## src/rtl/bydin_pkg.sv

```systemverilog
// Shared definitions for the byte-deinterleaver SRAM arbiter: widths,
// requester ids, starvation limit and the read-tag record.
package bydin_pkg;

   localparam int BYDIN_AW       = 17;
   localparam int STARVE_MAX_DEF = 15;
   localparam int STARVE_W       = 4;

   localparam int REQ_WR = 0;
   localparam int REQ_RS = 1;
   localparam int REQ_TS = 2;

   typedef enum logic {
      TAG_RS = 1'b0,
      TAG_TS = 1'b1
   } tag_id_e;

   typedef struct packed {
      logic    vld;
      tag_id_e id;
   } rd_tag_t;

   function automatic logic [15:0] sat_inc16(input logic [15:0] v);
      return (v == 16'hFFFF) ? v : v + 16'd1;
   endfunction

endpackage

```

## src/rtl/bydin_mem_arb_if.sv

```systemverilog
// Requester-side bus of the deinterleaver SRAM arbiter: requests, grants
// and tagged read-data return.
interface bydin_mem_arb_if
   import bydin_pkg::*;
#(parameter int AW = BYDIN_AW);

   logic          wr_req;
   logic [AW-1:0] wr_addr;
   logic [7:0]    wr_din;
   logic          rs_req;
   logic          rs_we;
   logic [AW-1:0] rs_addr;
   logic [7:0]    rs_din;
   logic          ts_req;
   logic [AW-1:0] ts_addr;
   logic          wr_gnt;
   logic          rs_gnt;
   logic          ts_gnt;
   logic          rs_rvld;
   logic          ts_rvld;
   logic [7:0]    rd_data;
   logic          mdo_en;
   logic          ts_starve;

   modport master (
      output wr_req, wr_addr, wr_din, rs_req, rs_we, rs_addr, rs_din,
             ts_req, ts_addr,
      input  wr_gnt, rs_gnt, ts_gnt, rs_rvld, ts_rvld, rd_data, mdo_en,
             ts_starve
   );

   modport slave (
      input  wr_req, wr_addr, wr_din, rs_req, rs_we, rs_addr, rs_din,
             ts_req, ts_addr,
      output wr_gnt, rs_gnt, ts_gnt, rs_rvld, ts_rvld, rd_data, mdo_en,
             ts_starve
   );

endinterface

```

## src/rtl/bydin_rd_tag_pipe.sv

```systemverilog
// Valid/id delay line matching the SRAM read latency; DEPTH is the number
// of cycles from grant to read data.
module bydin_rd_tag_pipe
   import bydin_pkg::*;
#(parameter int DEPTH = 2)
(
   input  logic    clk,
   input  logic    reset_n,
   input  rd_tag_t tag_in,
   output rd_tag_t tag_out
);

   rd_tag_t [DEPTH-1:0] stage;

   // NOTE: this shift register is reset, unlike a data RAM, because a stale
   // valid bit surviving reset would fire a read-valid nobody asked for.
   always_ff @(posedge clk or negedge reset_n) begin
      if (!reset_n) begin
         stage <= '0;
      end else begin
         stage[0] <= tag_in;
         for (int i = 1; i < DEPTH; i++) begin
            stage[i] <= stage[i-1];
         end
      end
   end

   assign tag_out = stage[DEPTH-1];

endmodule

```

## src/rtl/bydin_mem_arb.sv

```systemverilog
// Single-port SRAM arbiter for the byte deinterleaver (WR > promoted TS > RS > TS).
// Optional statistics counters are built when BYDIN_ARB_STAT_EN is defined.
module bydin_mem_arb
   import bydin_pkg::*;
#(
   parameter int STARVE_MAX = STARVE_MAX_DEF,
   parameter int AW         = BYDIN_AW
)
(
   input  logic          clk,
   input  logic          reset_n,
   bydin_mem_arb_if.slave bus,
   output logic          mem_en,
   output logic          mem_wr,
   output logic [AW-1:0] mem_addr,
   output logic [7:0]    mem_di,
   input  logic [7:0]    mem_do
`ifdef BYDIN_ARB_STAT_EN
   ,
   input  logic          stat_clr,
   output logic [15:0]   stat_wr_cnt,
   output logic [15:0]   stat_rs_cnt,
   output logic [15:0]   stat_ts_cnt,
   output logic [15:0]   stat_conf_cnt
`endif
);

   logic [2:0]          req;
   logic [2:0]          gnt;
   logic [STARVE_W-1:0] starve_cnt;
   logic                promoted;
   rd_tag_t             tag_in;
   rd_tag_t             tag_out;

   assign req[REQ_WR] = bus.wr_req;
   assign req[REQ_RS] = bus.rs_req;
   assign req[REQ_TS] = bus.ts_req;

   assign promoted = bus.ts_req && (starve_cnt == STARVE_W'(STARVE_MAX));

   // NOTE: every output of this block gets a default first so no latch is
   // inferred; grants are also held low while reset is asserted.
   always_comb begin
      gnt = '0;
      if (reset_n) begin
         if (req[REQ_WR])      gnt[REQ_WR] = 1'b1;
         else if (promoted)    gnt[REQ_TS] = 1'b1;
         else if (req[REQ_RS]) gnt[REQ_RS] = 1'b1;
         else if (req[REQ_TS]) gnt[REQ_TS] = 1'b1;
      end
   end

   assign bus.wr_gnt    = gnt[REQ_WR];
   assign bus.rs_gnt    = gnt[REQ_RS];
   assign bus.ts_gnt    = gnt[REQ_TS];
   assign bus.ts_starve = gnt[REQ_TS] & promoted;

   // NOTE: sequential state uses non-blocking assignments so every flop
   // samples pre-edge values regardless of block ordering.
   always_ff @(posedge clk or negedge reset_n) begin
      if (!reset_n) begin
         starve_cnt <= '0;
      end else if (!bus.ts_req || gnt[REQ_TS]) begin
         starve_cnt <= '0;
      end else if (starve_cnt != STARVE_W'(STARVE_MAX)) begin
         starve_cnt <= starve_cnt + STARVE_W'(1);
      end
   end

   // Idle cycles keep the last address/data and only drop the enable.
   always_ff @(posedge clk or negedge reset_n) begin
      if (!reset_n) begin
         mem_en   <= 1'b0;
         mem_wr   <= 1'b0;
         mem_addr <= '0;
         mem_di   <= '0;
      end else begin
         mem_en <= |gnt;
         mem_wr <= gnt[REQ_WR] | (gnt[REQ_RS] & bus.rs_we);
         if (gnt[REQ_WR]) begin
            mem_addr <= bus.wr_addr;
            mem_di   <= bus.wr_din;
         end else if (gnt[REQ_RS]) begin
            mem_addr <= bus.rs_addr;
            if (bus.rs_we) mem_di <= bus.rs_din;
         end else if (gnt[REQ_TS]) begin
            mem_addr <= bus.ts_addr;
         end
      end
   end

   assign tag_in.vld = (gnt[REQ_RS] & ~bus.rs_we) | gnt[REQ_TS];
   assign tag_in.id  = gnt[REQ_TS] ? TAG_TS : TAG_RS;

   bydin_rd_tag_pipe #(.DEPTH(2)) u_tag_pipe (
      .clk     (clk),
      .reset_n (reset_n),
      .tag_in  (tag_in),
      .tag_out (tag_out)
   );

   assign bus.rs_rvld = tag_out.vld & (tag_out.id == TAG_RS);
   assign bus.ts_rvld = tag_out.vld & (tag_out.id == TAG_TS);
   assign bus.mdo_en  = tag_out.vld;
   assign bus.rd_data = mem_do;

`ifdef BYDIN_ARB_STAT_EN
   logic conflict;
   assign conflict = (req[0] & req[1]) | (req[0] & req[2]) | (req[1] & req[2]);

   // Clear has priority over any coincident increment.
   always_ff @(posedge clk or negedge reset_n) begin
      if (!reset_n || stat_clr) begin
         stat_wr_cnt   <= '0;
         stat_rs_cnt   <= '0;
         stat_ts_cnt   <= '0;
         stat_conf_cnt <= '0;
      end else begin
         if (gnt[REQ_WR]) stat_wr_cnt   <= sat_inc16(stat_wr_cnt);
         if (gnt[REQ_RS]) stat_rs_cnt   <= sat_inc16(stat_rs_cnt);
         if (gnt[REQ_TS]) stat_ts_cnt   <= sat_inc16(stat_ts_cnt);
         if (conflict)    stat_conf_cnt <= sat_inc16(stat_conf_cnt);
      end
   end
`endif

endmodule

```

## src/flat_wrapper.sv

```systemverilog
// flat-port wrapper written by rule: the top's interface ports become plain ports
module bydin_mem_arb_flat import bydin_pkg::*;
#(
   parameter int STARVE_MAX = STARVE_MAX_DEF,
   parameter int AW         = BYDIN_AW
)
  (clk, reset_n, mem_en, mem_wr, mem_addr, mem_di, mem_do, bus_wr_req, bus_wr_addr, bus_wr_din, bus_rs_req, bus_rs_we, bus_rs_addr, bus_rs_din, bus_ts_req, bus_ts_addr, bus_wr_gnt, bus_rs_gnt, bus_ts_gnt, bus_rs_rvld, bus_ts_rvld, bus_rd_data, bus_mdo_en, bus_ts_starve);
  bydin_mem_arb_if #(.AW(AW)) bus_i ();
  input  logic clk;
  input  logic reset_n;
  output logic mem_en;
  output logic mem_wr;
  output logic [AW-1:0] mem_addr;
  output logic [7:0] mem_di;
  input  logic [7:0] mem_do;
  input wire logic [$bits(bus_i.wr_req)-1:0] bus_wr_req;
  input wire logic [$bits(bus_i.wr_addr)-1:0] bus_wr_addr;
  input wire logic [$bits(bus_i.wr_din)-1:0] bus_wr_din;
  input wire logic [$bits(bus_i.rs_req)-1:0] bus_rs_req;
  input wire logic [$bits(bus_i.rs_we)-1:0] bus_rs_we;
  input wire logic [$bits(bus_i.rs_addr)-1:0] bus_rs_addr;
  input wire logic [$bits(bus_i.rs_din)-1:0] bus_rs_din;
  input wire logic [$bits(bus_i.ts_req)-1:0] bus_ts_req;
  input wire logic [$bits(bus_i.ts_addr)-1:0] bus_ts_addr;
  output wire logic [$bits(bus_i.wr_gnt)-1:0] bus_wr_gnt;
  output wire logic [$bits(bus_i.rs_gnt)-1:0] bus_rs_gnt;
  output wire logic [$bits(bus_i.ts_gnt)-1:0] bus_ts_gnt;
  output wire logic [$bits(bus_i.rs_rvld)-1:0] bus_rs_rvld;
  output wire logic [$bits(bus_i.ts_rvld)-1:0] bus_ts_rvld;
  output wire logic [$bits(bus_i.rd_data)-1:0] bus_rd_data;
  output wire logic [$bits(bus_i.mdo_en)-1:0] bus_mdo_en;
  output wire logic [$bits(bus_i.ts_starve)-1:0] bus_ts_starve;
  assign bus_i.wr_req = bus_wr_req;
  assign bus_i.wr_addr = bus_wr_addr;
  assign bus_i.wr_din = bus_wr_din;
  assign bus_i.rs_req = bus_rs_req;
  assign bus_i.rs_we = bus_rs_we;
  assign bus_i.rs_addr = bus_rs_addr;
  assign bus_i.rs_din = bus_rs_din;
  assign bus_i.ts_req = bus_ts_req;
  assign bus_i.ts_addr = bus_ts_addr;
  assign bus_wr_gnt = bus_i.wr_gnt;
  assign bus_rs_gnt = bus_i.rs_gnt;
  assign bus_ts_gnt = bus_i.ts_gnt;
  assign bus_rs_rvld = bus_i.rs_rvld;
  assign bus_ts_rvld = bus_i.ts_rvld;
  assign bus_rd_data = bus_i.rd_data;
  assign bus_mdo_en = bus_i.mdo_en;
  assign bus_ts_starve = bus_i.ts_starve;
  bydin_mem_arb #(.STARVE_MAX(STARVE_MAX), .AW(AW)) u_core (.clk(clk), .reset_n(reset_n), .bus(bus_i), .mem_en(mem_en), .mem_wr(mem_wr), .mem_addr(mem_addr), .mem_di(mem_di), .mem_do(mem_do));
endmodule
```

## config.mk

```make
export PLATFORM = sky130hd
export DESIGN_NAME = bydin_mem_arb_flat
export DESIGN_NICKNAME = d
export VERILOG_FILES = /design/src/rtl/bydin_pkg.sv /design/src/rtl/bydin_mem_arb_if.sv /design/src/rtl/bydin_rd_tag_pipe.sv /design/src/rtl/bydin_mem_arb.sv /design/src/flat_wrapper.sv
export SDC_FILE = /design/constraint.sdc
export NUM_CORES = 1
export LEC_CHECK = 0
export BUFFER_PORTS_ARGS = -buffer_cell sky130_fd_sc_hd__buf_2
export CAP_MARGIN = 30
export CORE_MARGIN = 5
export CORE_UTILIZATION = 40
export DETAILED_ROUTE_END_ITERATION = 8
export PLACE_DENSITY = 0.76
export SLEW_MARGIN = 20
export SYNTH_ARGS = -nofsm -noshare
export SYNTH_HDL_FRONTEND = slang
export SYNTH_SLANG_ARGS = --single-unit
```

## constraint.sdc

```tcl
create_clock -name clk -period 5.3 [get_ports clk]
set_input_delay 0.265 -clock clk [delete_from_list [all_inputs] [get_ports clk]]
set_output_delay 0.265 -clock clk [all_outputs]
set_load 0.01 [all_outputs]
```

==> summary.md <==
| Metric | Value |
|---|---|
| Status | `complete, no violations` |
| Initial DRC Count | `95` |
| CP max FO | `25` |
| Avg Vias per Cell | `around 5.3` |
| Core Region | `roughly 5000 sq um` |
| Clk Latency, worst-skew pair | `between 0.2 and 0.3 ns` |
| Fill cells | `479` |
| Pwr dens | `between 200 and 300 nW/um^2` |
| Layout area overhead | `29.2%` |
| Synth cell count leaders | `dfrtp_1 (35), o21ai_0 (27), nor2_1 (26)` |
| CP max stage delay | `a little over 0.5 ns` |
| Critical Path Sink | `bus_rs_gnt` |
| Total power draw | `676 uW` |
| Arrival time at the worst endpoint | `around 2.3 ns` |
| Global-route wire length before repair | `approximately 9300 um` |
| Critical Path RT | `roughly 5.0 ns` |
| Post-synth EDFFs | `0` |
| CTS Hold Buffers Added | `1` |
| Worst-margin pin slew | `0.682 ns` |
| Die W | `a little over 80 um` |
| CP Capture Type | `output port` |
| Final Non-Filler Cells | `between 300 and 400` |
| Vias in the first global route | `2078` |
| Final #Nets | `403` |
| CTS root buffer | `clkbuf_8` |
| Ant. Diodes | `0` |
| Final hold vios | `0` |
| Share of cells above drive strength 1 | `39.1%` |
| VDD IR max | `around 0.18 mV` |
| Syn_nets | `about 320` |
| Via count | `between 2000 and 2500` |
| CTS buffer count | `5` |
| CTS tree | `built` |
| Area leader, netlist | `dfrtp_1` |
| Grt ovf | `0` |
| Dpl ws | `~3.0 ns` |
| Synth unique cells | `33` |
| Setup_tns | `0 ns` |
| Primary FF master, synth | `dfrtp_1` |
| Placed Area | `2530 sq um` |
| Post-CTS Setup Repair Bufs | `0` |
| Final ANT Viol Nets | `0` |
| Placed cell count | `383` |
| Slew Viols, Final | `0` |
| Worst slew margin | `54.5%` |
| Reg2reg setup slack | `approximately 3.4 ns` |
| RD Place Congestion | `0.776` |
| Worst clock skew | `~0.0047 ns` |
| Async SR Flop Fraction | `100%` |
| FF-to-FF Start | `u_core.starve_cnt[0]$_DFFE_PN0P_` |
| Top cells by area, synth | `dfrtp_1 (43%), a32o_1 (8.3%), o21ai_0 (6.6%)` |
| Drt wl/cell | `~15 um` |
| Setup CP Type | `in2out` |
| Initial antenna violation count | `0` |
| Initial Util | `40.5%` |
| Pre-antenna DRT Iters | `5` |
| Num Clock Sinks | `35` |
| Chip Height | `between 80 and 90 um` |
| # DRC | `0` |
| Post-synthesis cell count | `around 230` |
| Synth top area share | `around 43%` |
| Syn Area/Cell | `a little under 9 sq um` |
| Crit path cell chain | `dlygate4sd3_1, buf_2, buf_4, nand2b_2, nor3_1, buf_2` |
| Crit share post-route | `around 48%` |
| Worst-path clk slew | `roughly 0.070 ns` |
| Port Buffers | `~110` |
| Sequential element share of the synthesized area | `between 40% and 50%` |
| Drt total wl | `roughly 5700 um` |
| Worst R2R Path Depth | `4` |
| I/O pin cnt | `roughly 120` |
| Final worst path period need | `approximately 2.6 ns` |
| CP startpoint kind | `input pin` |
| Post_cts resized | `0` |
| Half-perimeter wire length after placement | `between 4000 and 5000 um` |
| # H-tree levels | `2` |
| RSZ-0062 raised after global routing | `false` |
| Maximum operating frequency | `between 0.3 and 0.4 GHz` |
| GRT Util Overall | `between 15 and 20%` |
| CP most frequent cell | `buf_2` |
| Setup WS post-layout | `~2.7 ns` |
| Max Cap Viol | `0` |
| Max clock buf depth | `2` |
| Worst r2r dst | `u_core.mem_di[2]$_DFFE_PN0P_` |
| Synth warn | `0` |
| # setup viols final | `0` |
| Syn Std Cell Area | `2040 sq um` |
| Leak Pwr | `approximately 1.3 nW` |
| Most frequent cell after synthesis | `dfrtp_1` |
| Largest net degree at the start of global routing | `between 50 and 60` |
| Row Count | `26` |
| Cell area after layout | `~2600 sq um` |
| Slowest stage cell on the critical path | `dlygate4sd3_1` |
| Worst hold margin | `around 0.25 ns` |
| Die area | `about 6600 sq um` |
| Yosys reg bits | `35` |
| Worst Setup SP | `reset_n` |
| Util after Layout | `around 52%` |
| Worst min path class | `in2reg` |
## worst min path at each step
stage | depth (start not counted) | startpoint | to | slack (ns)
2_1_floorplan | 0 | reset_n | u_core.mem_addr[0]$_DFFE_PN0P_ | -0.03
3_3_place_gp | 1 | reset_n | u_core.mem_di[5]$_DFFE_PN0P_ | 0.19
3_5_place_dp | 1 | reset_n | u_core.mem_di[5]$_DFFE_PN0P_ | 0.20
4_1_cts | 3 | bus_wr_din[6] | u_core.mem_di[6]$_DFFE_PN0P_ | 0.24
5_1_grt | 3 | bus_wr_din[6] | u_core.mem_di[6]$_DFFE_PN0P_ | 0.25
6_report | 3 | bus_wr_din[7] | u_core.mem_di[7]$_DFFE_PN0P_ | 0.25
## cells by family after synthesis
group                      share of synthesized area [%]
and+or+nand+nor                                     19.8
AOI/OAI and AO/OA                                   25.9
buffers and inverters                               10.8
adders and majority gates                          0.612
DFF                                                 42.9
## layer usage
metal / global-route usage [%] / part of all wire (%) / up-vias
li1: - / - / 1020
met1: 21.9 / 43 / 969
met2: 30.2 / 46 / 86
met3: 5.81 / 11 / 6
met4: 5.41 / 0.54 / 0
met5: 0 / 0 / -
## final cells by class
type | instances | area [sq um] | share of cell area, %
repair buffers | 109 | 556 | 21.0
multi-input cells | 150 | 946 | 35.8
inverters | 20 | 75.1 | 2.84
well taps | 70 | 87.6 | 3.32
clock buffers | 8 | 100 | 3.79
flip-flops and latches | 35 | 876 | 33.2
## critical path, delay by kind of cell
family,cells,cell delay (ns)
buf+inv,4,1.40
simple gates,2,0.62
## sequential cells by signal (all words and copies together), names as in the netlist
signal                     flops
u_core.u_tag_pipe.tag_out      2
u_core.mem_wr                  1
u_core.u_tag_pipe.stage        2
u_core.mem_en                  1
u_core.mem_addr               17
u_core.mem_di                  8
u_core.starve_cnt              4
## cell usage in the layout, fill, tap and decap left out, drive strengths merged
cell,count
ha,1
a21boi,2
o221ai,1
nor3b,1
nor4b,1
nand3,5
o211ai,1
a21oi,20
inv,20
and2,1
nand2,3
and3,1
clkbuf,8
o21ai,27
or4,17
o31ai,1
or3b,8
a31oi,10
nor2b,2
a32o,17
a211o,1
dlygate4sd3,1
dfrtp,35
nor3,1
buf,108
nor2,26
nand2b,2
and4,1
## report_power, final
group | switching (mW) | internal [mW]
clock network | 0.0947 | 0.119
logic | 0.0788 | 0.0713
registers | 0.0161 | 0.297
total | 0.190 | 0.487
(Power assumes the default switching activity.)
